### src/rtl/pipeline_hazard_unit_pkg.sv
// Shared types and constants for the pipeline hazard unit.
// State encoding, forwarding selects and latch write-enable vectors.
package hazard_pkg;

   typedef enum logic [2:0] {
      ST_RUN       = 3'd0,
      ST_MISS_I    = 3'd1,
      ST_MISS_D    = 3'd2,
      ST_MISS_BOTH = 3'd3,
      ST_DMA       = 3'd4
   } state_e;

   localparam logic [1:0] FWD_RF  = 2'd0;
   localparam logic [1:0] FWD_EX  = 2'd1;
   localparam logic [1:0] FWD_MEM = 2'd2;
   localparam logic [1:0] FWD_WB  = 2'd3;

   // Bit order {pc, id, ex, m, wb}
   localparam logic [4:0] WE_ALL        = 5'b11111;
   localparam logic [4:0] WE_HOLD_IF_ID = 5'b00111;
   localparam logic [4:0] WE_NONE       = 5'b00000;

endpackage

### src/rtl/pipeline_hazard_unit_if.sv
// DMA bus request/grant handshake between a DMA master and the hazard unit.
// master = DMA device, slave = hazard unit.
interface pipeline_hazard_unit_if;

   logic br;
   logic dma_done;
   logic bg;
   logic dma_timeout;

   modport master (
      output br,
      output dma_done,
      input  bg,
      input  dma_timeout
   );

   modport slave (
      input  br,
      input  dma_done,
      output bg,
      output dma_timeout
   );

endinterface

### src/rtl/pipeline_hazard_unit_fwd_sel.sv
// Operand forwarding select for one source register.
// Youngest producer wins: EX over MEM over WB, else register file.
module hazard_fwd_sel
   import hazard_pkg::*;
#(
   parameter int W = 2
) (
   input  logic         use_i,
   input  logic [W-1:0] src_i,
   input  logic [W-1:0] ex_dest_i,
   input  logic [W-1:0] m_dest_i,
   input  logic [W-1:0] wb_dest_i,
   input  logic         ex_we_i,
   input  logic         m_we_i,
   input  logic         wb_we_i,
   output logic [1:0]   sel_o
);

   always_comb begin
      sel_o = FWD_RF;
      if (use_i && ex_we_i && src_i == ex_dest_i)
         sel_o = FWD_EX;
      else if (use_i && m_we_i && src_i == m_dest_i)
         sel_o = FWD_MEM;
      else if (use_i && wb_we_i && src_i == wb_dest_i)
         sel_o = FWD_WB;
   end

endmodule

### src/rtl/pipeline_hazard_unit.sv
// 5-stage hazard controller: forwarding, stalls, miss tracking, DMA grant.
// HAZARD_PERF_CNT_EN adds saturating stall/bubble/dma cycle counters.
module pipeline_hazard_unit
   import hazard_pkg::*;
#(
   parameter int REG_ADDR_W  = 2,
   parameter int DMA_TIMEOUT = 12
`ifdef HAZARD_PERF_CNT_EN
   ,
   parameter int CNT_W       = 16
`endif
) (
   input  logic                  clk,
   input  logic                  reset,
   input  logic [REG_ADDR_W-1:0] id_rs,
   input  logic [REG_ADDR_W-1:0] id_rt,
   input  logic                  id_use_rs,
   input  logic                  id_use_rt,
   input  logic                  id_is_halt,
   input  logic [REG_ADDR_W-1:0] ex_dest,
   input  logic [REG_ADDR_W-1:0] m_dest,
   input  logic [REG_ADDR_W-1:0] wb_dest,
   input  logic                  ex_regwrite,
   input  logic                  m_regwrite,
   input  logic                  wb_regwrite,
   input  logic                  ex_is_load,
   input  logic                  i_hit,
   input  logic                  i_ready,
   input  logic                  d_req,
   input  logic                  d_hit,
   input  logic                  d_ready,
   pipeline_hazard_unit_if.slave dma_if,
   output logic                  pc_we,
   output logic                  id_we,
   output logic                  ex_we,
   output logic                  m_we,
   output logic                  wb_we,
   output logic                  flush_ex,
   output logic                  mem_both,
   output logic [1:0]            fwd_a,
   output logic [1:0]            fwd_b
`ifdef HAZARD_PERF_CNT_EN
   ,
   output logic [CNT_W-1:0]      stall_cycles,
   output logic [CNT_W-1:0]      bubble_cycles,
   output logic [CNT_W-1:0]      dma_cycles
`endif
);

   localparam int CW = (DMA_TIMEOUT < 2) ? 1 : $clog2(DMA_TIMEOUT + 1);
   localparam logic [CW-1:0] TO_MAX  = CW'(DMA_TIMEOUT);
   localparam logic [CW-1:0] TO_LAST = CW'(DMA_TIMEOUT - 1);

   state_e        state_q, state_d;
   logic          bg_q;
   logic          i_done_q, i_done_d;
   logic          d_done_q, d_done_d;
   logic [CW-1:0] cnt_q, cnt_d;
   logic          dmiss, load_use, i_set, d_set;
   logic [4:0]    we;

   hazard_fwd_sel #(.W(REG_ADDR_W)) u_fwd_a (
      .use_i     (id_use_rs),
      .src_i     (id_rs),
      .ex_dest_i (ex_dest),
      .m_dest_i  (m_dest),
      .wb_dest_i (wb_dest),
      .ex_we_i   (ex_regwrite),
      .m_we_i    (m_regwrite),
      .wb_we_i   (wb_regwrite),
      .sel_o     (fwd_a)
   );

   hazard_fwd_sel #(.W(REG_ADDR_W)) u_fwd_b (
      .use_i     (id_use_rt),
      .src_i     (id_rt),
      .ex_dest_i (ex_dest),
      .m_dest_i  (m_dest),
      .wb_dest_i (wb_dest),
      .ex_we_i   (ex_regwrite),
      .m_we_i    (m_regwrite),
      .wb_we_i   (wb_regwrite),
      .sel_o     (fwd_b)
   );

   assign dmiss    = d_req & ~d_hit;
   assign load_use = ex_is_load & (fwd_a == FWD_EX | fwd_b == FWD_EX);
   // Ready pulses count in the cycle they arrive
   assign i_set    = i_done_q | i_ready;
   assign d_set    = d_done_q | d_ready;

   always_comb begin
      state_d  = state_q;
      i_done_d = 1'b0;
      d_done_d = 1'b0;
      unique case (state_q)
         ST_RUN: begin
            if (dma_if.br && !dmiss)  state_d = ST_DMA;
            else if (dmiss && !i_hit) state_d = ST_MISS_BOTH;
            else if (dmiss)           state_d = ST_MISS_D;
            else if (!i_hit)          state_d = ST_MISS_I;
         end
         ST_MISS_I: begin
            if (dmiss)        state_d = ST_MISS_BOTH;
            else if (i_ready) state_d = ST_RUN;
         end
         ST_MISS_D: begin
            if (d_ready) state_d = i_hit ? ST_RUN : ST_MISS_I;
         end
         ST_MISS_BOTH: begin
            if (i_set && d_set) begin
               state_d = ST_RUN;
            end else begin
               i_done_d = i_set;
               d_done_d = d_set;
            end
         end
         ST_DMA: begin
            if (dma_if.dma_done || !dma_if.br) state_d = ST_RUN;
         end
         default: state_d = ST_RUN;
      endcase
   end

   always_comb begin
      cnt_d = '0;
      if (state_q == ST_DMA && state_d == ST_DMA)
         cnt_d = (cnt_q == TO_MAX) ? cnt_q : cnt_q + 1'b1;
   end

   always_ff @(posedge clk) begin
      if (reset) begin
         state_q  <= ST_RUN;
         bg_q     <= 1'b0;
         i_done_q <= 1'b0;
         d_done_q <= 1'b0;
         cnt_q    <= '0;
      end else begin
         state_q  <= state_d;
         bg_q     <= (state_d == ST_DMA);
         i_done_q <= i_done_d;
         d_done_q <= d_done_d;
         cnt_q    <= cnt_d;
      end
   end

   assign dma_if.bg = bg_q;

   if (DMA_TIMEOUT != 0) begin : g_to
      assign dma_if.dma_timeout = (state_q == ST_DMA) && (cnt_q == TO_LAST);
   end else begin : g_no_to
      assign dma_if.dma_timeout = 1'b0;
   end

   always_comb begin
      we       = WE_ALL;
      flush_ex = 1'b0;
      if (reset) begin
         we       = WE_ALL;
         flush_ex = 1'b0;
      end else if (state_q == ST_MISS_D || state_q == ST_MISS_BOTH ||
                   state_q == ST_DMA || (state_q == ST_RUN && dmiss)) begin
         we       = WE_NONE;
      end else if (state_q == ST_MISS_I ||
                   (state_q == ST_RUN && (!i_hit || load_use || id_is_halt))) begin
         we       = WE_HOLD_IF_ID;
         flush_ex = 1'b1;
      end
   end

   assign {pc_we, id_we, ex_we, m_we, wb_we} = we;
   assign mem_both = !reset && (state_q == ST_MISS_BOTH);

`ifdef HAZARD_PERF_CNT_EN
   logic [CNT_W-1:0] stall_q, bubble_q, dmac_q;

   always_ff @(posedge clk) begin
      if (reset) begin
         stall_q  <= '0;
         bubble_q <= '0;
         dmac_q   <= '0;
      end else begin
         if (we == WE_NONE && ~&stall_q)  stall_q  <= stall_q + 1'b1;
         if (flush_ex && ~&bubble_q)      bubble_q <= bubble_q + 1'b1;
         if (bg_q && ~&dmac_q)            dmac_q   <= dmac_q + 1'b1;
      end
   end

   assign stall_cycles  = stall_q;
   assign bubble_cycles = bubble_q;
   assign dma_cycles    = dmac_q;
`endif

endmodule

### src/flat_wrapper.sv
// flat-port wrapper written by rule: the top's interface ports become plain ports
module pipeline_hazard_unit_flat import hazard_pkg::*;
#(
   parameter int REG_ADDR_W  = 2,
   parameter int DMA_TIMEOUT = 12

)
  (clk, reset, id_rs, id_rt, id_use_rs, id_use_rt, id_is_halt, ex_dest, m_dest, wb_dest, ex_regwrite, m_regwrite, wb_regwrite, ex_is_load, i_hit, i_ready, d_req, d_hit, d_ready, pc_we, id_we, ex_we, m_we, wb_we, flush_ex, mem_both, fwd_a, fwd_b, dma_if_br, dma_if_dma_done, dma_if_bg, dma_if_dma_timeout);
  pipeline_hazard_unit_if dma_if_i ();
  input  logic clk;
  input  logic reset;
  input  logic [REG_ADDR_W-1:0] id_rs;
  input  logic [REG_ADDR_W-1:0] id_rt;
  input  logic id_use_rs;
  input  logic id_use_rt;
  input  logic id_is_halt;
  input  logic [REG_ADDR_W-1:0] ex_dest;
  input  logic [REG_ADDR_W-1:0] m_dest;
  input  logic [REG_ADDR_W-1:0] wb_dest;
  input  logic ex_regwrite;
  input  logic m_regwrite;
  input  logic wb_regwrite;
  input  logic ex_is_load;
  input  logic i_hit;
  input  logic i_ready;
  input  logic d_req;
  input  logic d_hit;
  input  logic d_ready;
  output logic pc_we;
  output logic id_we;
  output logic ex_we;
  output logic m_we;
  output logic wb_we;
  output logic flush_ex;
  output logic mem_both;
  output logic [1:0] fwd_a;
  output logic [1:0] fwd_b;
  input wire logic [$bits(dma_if_i.br)-1:0] dma_if_br;
  input wire logic [$bits(dma_if_i.dma_done)-1:0] dma_if_dma_done;
  output wire logic [$bits(dma_if_i.bg)-1:0] dma_if_bg;
  output wire logic [$bits(dma_if_i.dma_timeout)-1:0] dma_if_dma_timeout;
  assign dma_if_i.br = dma_if_br;
  assign dma_if_i.dma_done = dma_if_dma_done;
  assign dma_if_bg = dma_if_i.bg;
  assign dma_if_dma_timeout = dma_if_i.dma_timeout;
  pipeline_hazard_unit #(.REG_ADDR_W(REG_ADDR_W), .DMA_TIMEOUT(DMA_TIMEOUT)) u_core (.clk(clk), .reset(reset), .id_rs(id_rs), .id_rt(id_rt), .id_use_rs(id_use_rs), .id_use_rt(id_use_rt), .id_is_halt(id_is_halt), .ex_dest(ex_dest), .m_dest(m_dest), .wb_dest(wb_dest), .ex_regwrite(ex_regwrite), .m_regwrite(m_regwrite), .wb_regwrite(wb_regwrite), .ex_is_load(ex_is_load), .i_hit(i_hit), .i_ready(i_ready), .d_req(d_req), .d_hit(d_hit), .d_ready(d_ready), .dma_if(dma_if_i), .pc_we(pc_we), .id_we(id_we), .ex_we(ex_we), .m_we(m_we), .wb_we(wb_we), .flush_ex(flush_ex), .mem_both(mem_both), .fwd_a(fwd_a), .fwd_b(fwd_b));
endmodule
### config.mk
export PLATFORM = sky130hd
export DESIGN_NAME = pipeline_hazard_unit_flat
export DESIGN_NICKNAME = d
export VERILOG_FILES = /design/src/rtl/pipeline_hazard_unit_pkg.sv /design/src/rtl/pipeline_hazard_unit_if.sv /design/src/rtl/pipeline_hazard_unit_fwd_sel.sv /design/src/rtl/pipeline_hazard_unit.sv /design/src/flat_wrapper.sv
export SDC_FILE = /design/constraint.sdc
export NUM_CORES = 1
export LEC_CHECK = 0
export ABC_AREA = 1
export BUFFER_PORTS_ARGS = -buffer_cell sky130_fd_sc_hd__buf_4
export CAP_MARGIN = 10
export CORE_UTILIZATION = 45
export CTS_CLUSTER_DIAMETER = 30
export CTS_CLUSTER_SIZE = 8
export DETAILED_ROUTE_END_ITERATION = 7
export MAX_ROUTING_LAYER = met4
export PLACE_DENSITY = 0.79
export SETUP_SLACK_MARGIN = 0.1
export SLEW_MARGIN = 0
export SYNTH_ARGS = -nofsm -noshare
export SYNTH_HDL_FRONTEND = slang
export SYNTH_SLANG_ARGS = --single-unit
### constraint.sdc
create_clock -name clk -period 1.3 [get_ports clk]
set_input_delay 0.065 -clock clk [delete_from_list [all_inputs] [get_ports clk]]
set_output_delay 0.065 -clock clk [all_outputs]
set_load 0.05 [all_outputs]
==> out/qor.yml, run 1 <==
finalHoldViolCount: 0
worst_setup_path_start_kind: "flip-flop"
leakagePower_nw: 0.761
grt_setup_unrepaired: "yes"
core_area_mm2: 0.00173
final-instance-count-excl-fill: 219
worst-endpoint-required_ps: 1240
syn-cell-area_um2: 832
post_drt_via_cell_ratio: 5.23
dp_worst_setup_slack_ps: 79.0
drt_first_pass_iters: 4
ios: 39
syn_area_per_cell_um2: 5.86
endpoint_kind: "output port"
initial_antenna_violation_count: 0
number_of_nets_in_the_layout: 223
grtUsageTotal_pct: 27.3
numClockSinks: 10
ant_nets: 0
first_pass_grt_wire_length_um: 3930
yosysWarningCount: 0
max_freq_mhz: 659
critPathMaxFanout: 3
initial_core_utilization_pct: 48.2
synth_fp_nets: 170
crit_type: "reg2out"
numCtsBuffers: 3
drt-total-wl_um: 3190
cts-root-buf: "clkbuf_4"
yosysSeqAreaShare_pct: 24.1
die_wd_um: 45
post_synth_inst_count: 142
floorplan.die_area_mm2: 0.00203
clk_pin_slew_worst_paths_ps: 70
finClkSkew_ps: 6.90
placementRows: 15
slew-limit-headroom_pct: 80.4
diodes: 0
drive_gt1_share_pct: 50.0
die_height_um: 45
clock_latency_ps: 270
via_count_of_the_first_global_routing_pass: 951
h-tree-depth: 1
gp_congestion: 0.903
grt-ovfl-total: 0
status: "finished, violations left"
drv_cap: 0
detailed_place_hpwl_um: 1830
timing_worst_slew_pin_value_ps: 291
grt_max_degree: 7
failed_checks: "negative setup slack"
detailroute.via_count: 1146
cts_tree: "built"
postSynthRegisterBits: 10
final_cell_mix: "buf_4 (38), inv_1 (23), nand2_1 (20)"
setup-violations-final: 9
mostFrequentLayoutCell: "buf_4"
detailedRoute.firstIterationViolations: 35
critical_path_arrival_ps: 1450
clock_tree.buffer_depth: 2
post-route-drc-count: 0
post-layout-total-power_mw: 1.33
count_of_different_cell_masters_after_synthesis: 22
relative_area_change_from_synthesis_to_final_layout_pct: 78.3
pins_over_their_slew_limit: 0
route.detailed.wl_per_inst_um: 14.6
worstHoldPathType: "in2reg"
worst_slack_ps: -217
placement.io_buffers: 38
post-route-period-util_pct: 117
max-vdd-ir-drop_mv: 0.840
finalCriticalPeriod_ps: 1520
post-place-cells: 204
power.density_cell_area_mw_per_mm2: 898
## per-stage QoR
stage | TNS [ps] | cell area [µm²] | hold slack, ps | util, %
after CTS | -576 | 1360 | 53.9 | 78.6
after global routing | -1800 | 1480 | 89.8 | 85.9
after global placement | 0 | 1190 | 280 | 68.8
after detailed placement | 0 | 1190 | 276 | 68.8
after floorplan | 0 | 901 | 130 | -
final | -1330 | 1480 | 94.0 | 85.9
## flip-flops by register name, indices dropped and copies added, names as in the netlist
register	flops
u_core.cnt_q	4
u_core.d_done_q	1
u_core.dma_if.bg	1
u_core.i_done_q	1
u_core.state_q	3
## path summary, 6_finish.rpt
| path | from | endpoint | slack, ps | cells after the start |
|---|---|---|---|---|
| min | dma_if_dma_done | u_core.cnt_q[0]$_SDFFE_PP0P_ | 90 | 4 |
| max reg2reg | u_core.state_q[2]$_SDFF_PP0_ | u_core.state_q[0]$_SDFF_PP0_ | -100 | 8 |
| min reg2reg | u_core.cnt_q[1]$_SDFFE_PP0P_ | u_core.cnt_q[1]$_SDFFE_PP0P_ | 500 | 2 |
| max | u_core.state_q[1]$_SDFF_PP0_ | pc_we | -220 | 6 |
## layer usage
metal | track usage, % | wire length, µm | vias up
met5 | - | 0 | -
met4 | 8.48 | 109 | 0
met3 | 4.00 | 171 | 18
met2 | 47.0 | 1630 | 52
met1 | 32.5 | 1280 | 530
li1 | - | - | 546
## synth_stat cells
master	instances	area [µm²]
nand2_1	30	113
inv_1	27	101
nor2_1	22	82.6
dfxtp_1	10	200
a21oi_1	8	40.0
nand3_1	8	40.0
a31oi_1	4	25.0
inv_2	4	15.0
nor3_1	4	20.0
xor2_1	4	35.0
buf_4	3	22.5
nor2_2	3	18.8
nor4_1	3	18.8
ha_1	2	25.0
nand3_2	2	20.0
o211ai_1	2	15.0
o21a_1	1	7.51
o21ai_0	1	5.00
o22ai_1	1	6.26
or2_1	1	6.26
or2_2	1	6.26
xnor2_1	1	8.76
## cell type report
| class | instances | area (µm²) |
|---|---|---|
| Sequential cell | 10 | 214 |
| Inverter | 31 | 121 |
| Fill cell | 109 | 243 |
| Tap cell | 25 | 31.3 |
| Clock buffer | 4 | 36.3 |
| Multi-Input combinational cell | 98 | 637 |
| Timing Repair Buffer | 51 | 444 |
## logic make-up (layout without fill, tap and decap cells)
logic type	after synthesis	after routing	share of synthesized area (%)
buffers and inverters	34	86	16.7
and+or+nand+nor	74	74	39.1
xor gates and xnor gates	5	5	5.26
DFF	10	10	24.1
adders and majority gates	2	2	3.01
AOI/OAI and AO/OA	17	17	11.9
## worst max-delay path: stages (launching register included)
cell and delay (ps):
dfxtp_4 360, inv_2 100, nor2_1 90, nor3_4 230
nand3_2 130, nand2_4 120, buf_8 150
## report_power, final
part / switching, mW / internal, mW
Sequential: 0.0169 / 0.322
Combinational: 0.418 / 0.281
Clock: 0.123 / 0.170
## repair_timing
| action | 4_1_cts | 5_1_grt |
|---|---|---|
| buffers inserted | 3 | 6 |
| gates resized for setup | 29 | 21 |
| hold buffers | 2 | 0 |
| setup endpoints to repair | 8 | 16 |
| pin swaps | 9 | 13 |
| hold endpoints to repair | 2 | 0 |
(Power assumes the default switching activity.)
==> inputs of run 2 (changes only) <==
- ABC_AREA: 1 -> not set
- CORE_UTILIZATION: 45 -> 44
==> out/qor.yml, run 2 <==
cts-root-buf: "clkbuf_4"  # unchanged
placement.io_buffers: 38  # unchanged
drt-total-wl_um: 2410  # was 3190 µm
clk_pin_slew_worst_paths_ps: 60  # was 70 ps
floorplan.die_area_mm2: 0.00188  # was 0.00203 mm²
power.density_cell_area_mw_per_mm2: 754  # was 898 mW/mm²
post_synth_inst_count: 100  # was 142
ys.flop_type: "dfxtp_1"  # unchanged
max_freq_mhz: 703  # was 659 MHz
setup-violations-final: 7  # was 9
post_drt_via_cell_ratio: 5.53  # was 5.23
yosysSeqAreaShare_pct: 26.5  # was 24.1%
initial_core_utilization_pct: 48.4  # was 48.2%
worst-endpoint-required_ps: 1240  # about the same
placementRows: 14  # was 15
ys_async_sr_fraction_pct: 0  # unchanged
timing_worst_slew_pin_value_ps: 271  # was 291 ps
pins_over_their_slew_limit: 0  # unchanged
grtUsageTotal_pct: 26.6  # was 27.3%
largest-register: "u_core.cnt_q"  # unchanged
die_height_um: 43.4  # was 45 µm
max-vdd-ir-drop_mv: 0.607  # was 0.840 mV
die_wd_um: 43.4  # was 45 µm
crit_type: "reg2out"  # unchanged
registers_with_the_highest_flip_flop_counts: "u_core.cnt_q (4), u_core.state_q (3)"  # unchanged
timing.reg2reg.setup_slack_ps: 120  # was -100 ps
timing.critical_path.depth: 4  # was 6
crit_path_top_delay_cell: "a311o_2"  # was dfxtp_4
filler_cell_count_in_the_final_layout: 102  # was 109
gp_congestion: 0.921  # was 0.903
worstHoldPathType: "in2reg"  # unchanged
finClkSkew_ps: 5.96  # was 6.90 ps
ant_nets: 0  # unchanged
cts_tree: "built"  # unchanged
drt_first_pass_iters: 6  # was 4
postSynthRegisterBits: 10  # unchanged
drv_cap: 0  # unchanged
grt_setup_unrepaired: "yes"  # unchanged
numClockSinks: 10  # unchanged
finalCriticalPeriod_ps: 1420  # was 1520 ps
critical_path_arrival_ps: 1360  # was 1450 ps
post-synth-top-count-cell: "nor2_1"  # was nand2_1
yosysWarningCount: 0  # unchanged
critPathMaxFanout: 6  # was 3
endpoint_kind: "output port"  # unchanged
reg2reg_depth: 5  # was 8
first_pass_grt_wire_length_um: 3570  # was 3930 µm
synth_top_cell_area_share_pct: 26.5  # was 24.1%
status: "finished, violations left"  # unchanged
relative_area_change_from_synthesis_to_final_layout_pct: 74.5  # was 78.3%
worst_slack_ps: -122  # was -217 ps
core_area_mm2: 0.00156  # was 0.00173 mm²
count_of_different_cell_masters_after_synthesis: 29  # was 22
synth_fp_nets: 128  # was 170
final_cell_mix: "buf_4 (43), xnor2_1 (9), nor2_1 (9)"  # was buf_4 (38), inv_1 (23), nand2_1 (20)
finalHoldViolCount: 0  # unchanged
cp_top_family: "compound AO/OA/AOI/OAI gates"  # was simple AND/OR/NAND/NOR gates
post-place-cells: 158  # was 204
ys_top_cells_by_area: "dfxtp_1 (27%), xnor2_1 (10%), nor2_1 (5.5%)"  # was dfxtp_1 (24%), nand2_1 (14%), inv_1 (12%)
grt_max_degree: 8  # was 7
final-instance-count-excl-fill: 167  # was 219
synth_area_leader_cell: "dfxtp_1"  # unchanged
h-tree-depth: 1  # unchanged
detailed_place_hpwl_um: 1740  # was 1830 µm
netlist_top_cells_count: "nor2_1 (11), dfxtp_1 (10), xnor2_1 (9)"  # was nand2_1 (30), inv_1 (27), nor2_1 (22)
detailroute.via_count: 923  # was 1146
ios: 39  # unchanged
clock_tree.buffer_depth: 2  # unchanged
post-route-drc-count: 4  # was 0
largest_register_ffs: 4  # unchanged
synth_edf_count: 0  # unchanged
holdPathStages: 2  # was 4
clock_latency_ps: 260  # was 270 ps
syn_area_per_cell_um2: 7.54  # was 5.86 µm²
route.detailed.wl_per_inst_um: 14.4  # was 14.6 µm
grt-ovfl-total: 0  # unchanged
hold_ws_ps: 51.0  # was 94.0 ps
failed_checks: "design-rule violations, negative setup slack"  # was negative setup slack
slew-limit-headroom_pct: 81.6  # was 80.4%
post-layout-total-power_mw: 0.992  # was 1.33 mW
leakagePower_nw: 0.555  # was 0.761 nW
critical_path.n_buffers_inverters: 1  # was 2
via_count_of_the_first_global_routing_pass: 897  # was 951
cpPeakStageDelay_ps: 390  # was 360 ps
syn-cell-area_um2: 754  # was 832 µm²
number_of_nets_in_the_layout: 181  # was 223
crit_chain: "a21oi_2 > nor2_1 > a311o_2 > buf_6"  # was inv_2 > nor2_1 > nor3_4 > nand3_2 > nand2_4 > buf_8
initial_antenna_violation_count: 0  # unchanged
numCtsBuffers: 3  # unchanged
post-route-period-util_pct: 109  # was 117%
detailedRoute.firstIterationViolations: 28  # was 35
drive_gt1_share_pct: 53.6  # was 50.0%
mostFrequentLayoutCell: "buf_4"  # unchanged
diodes: 0  # unchanged
worst_setup_path_start_kind: "flip-flop"  # unchanged
==> run 2: cell type report <==
class / count / area, µm² / area share (%)
clock buffer: 3 / 22.5 / 1.71
inverter: 5 / 18.8 / 1.43
multi-input combinational: 79 / 591 / 44.9
sequential: 10 / 216 / 16.4
tap: 16 / 20.0 / 1.52
timing repair buffer: 54 / 448 / 34.0
==> run 2: metal layers <==
layer	track usage (%)	share of wire, %	up-vias
met5	-	0	-
met4	5.00	0	0
met3	7.08	4.6	0
met2	54.5	58	32
met1	23.8	37	435
li1	-	-	456
==> run 2: what timing repair did <==
item                                    4_1_cts  5_1_grt
endpoints found under the setup margin       10       12
endpoints found under the hold margin         2        0
buffers inserted                              2        2
resized for setup                            19       14
hold buffers                                  2        0
pin swaps                                     5        6
==> run 2: path summary, 6_finish.rpt <==
path                                  endpoint                          from
setup / recovery                         id_we  u_core.state_q[0]$_SDFF_PP0_
hold / removal    u_core.state_q[2]$_SDFF_PP0_                         reset
setup reg to reg  u_core.cnt_q[1]$_SDFFE_PP0P_  u_core.cnt_q[0]$_SDFFE_PP0P_
hold reg to reg     u_core.d_done_q$_SDFF_PP0_    u_core.i_done_q$_SDFF_PP0_
==> run 2: power by group <==
group	switching, mW	leakage [nW]	internal (mW)
clock	0.0993	0.0138	0.107
combinational	0.251	0.456	0.207
sequential	0.0150	0.0846	0.313
==> run 2: kinds of logic after synthesis <==
| logic type | Yosys count | share of synthesized area, % |
|---|---|---|
| DFF | 10 | 26.5 |
| and+or+nand+nor | 45 | 31.5 |
| buffers and inverters | 11 | 7.13 |
| adders and majority gates | 2 | 3.32 |
| muxes | 1 | 1.33 |
| AOI/OAI and AO/OA | 18 | 15.1 |
| xor gates and xnor gates | 13 | 15.1 |
==> run 2: per-stage QoR <==
step                      instance area (µm²)  setup TNS (ps)  util, %  setup slack [ps]
final                                    1320            -485     84.4              -122
after detailed placement                 1130           -90.2     72.5             -45.6
after global routing                     1320            -900     84.4              -171
after CTS                                1250            -760     80.2              -123
after global placement                   1130           -33.6     72.5             -16.9
after floorplan                           803            -236        -              -113
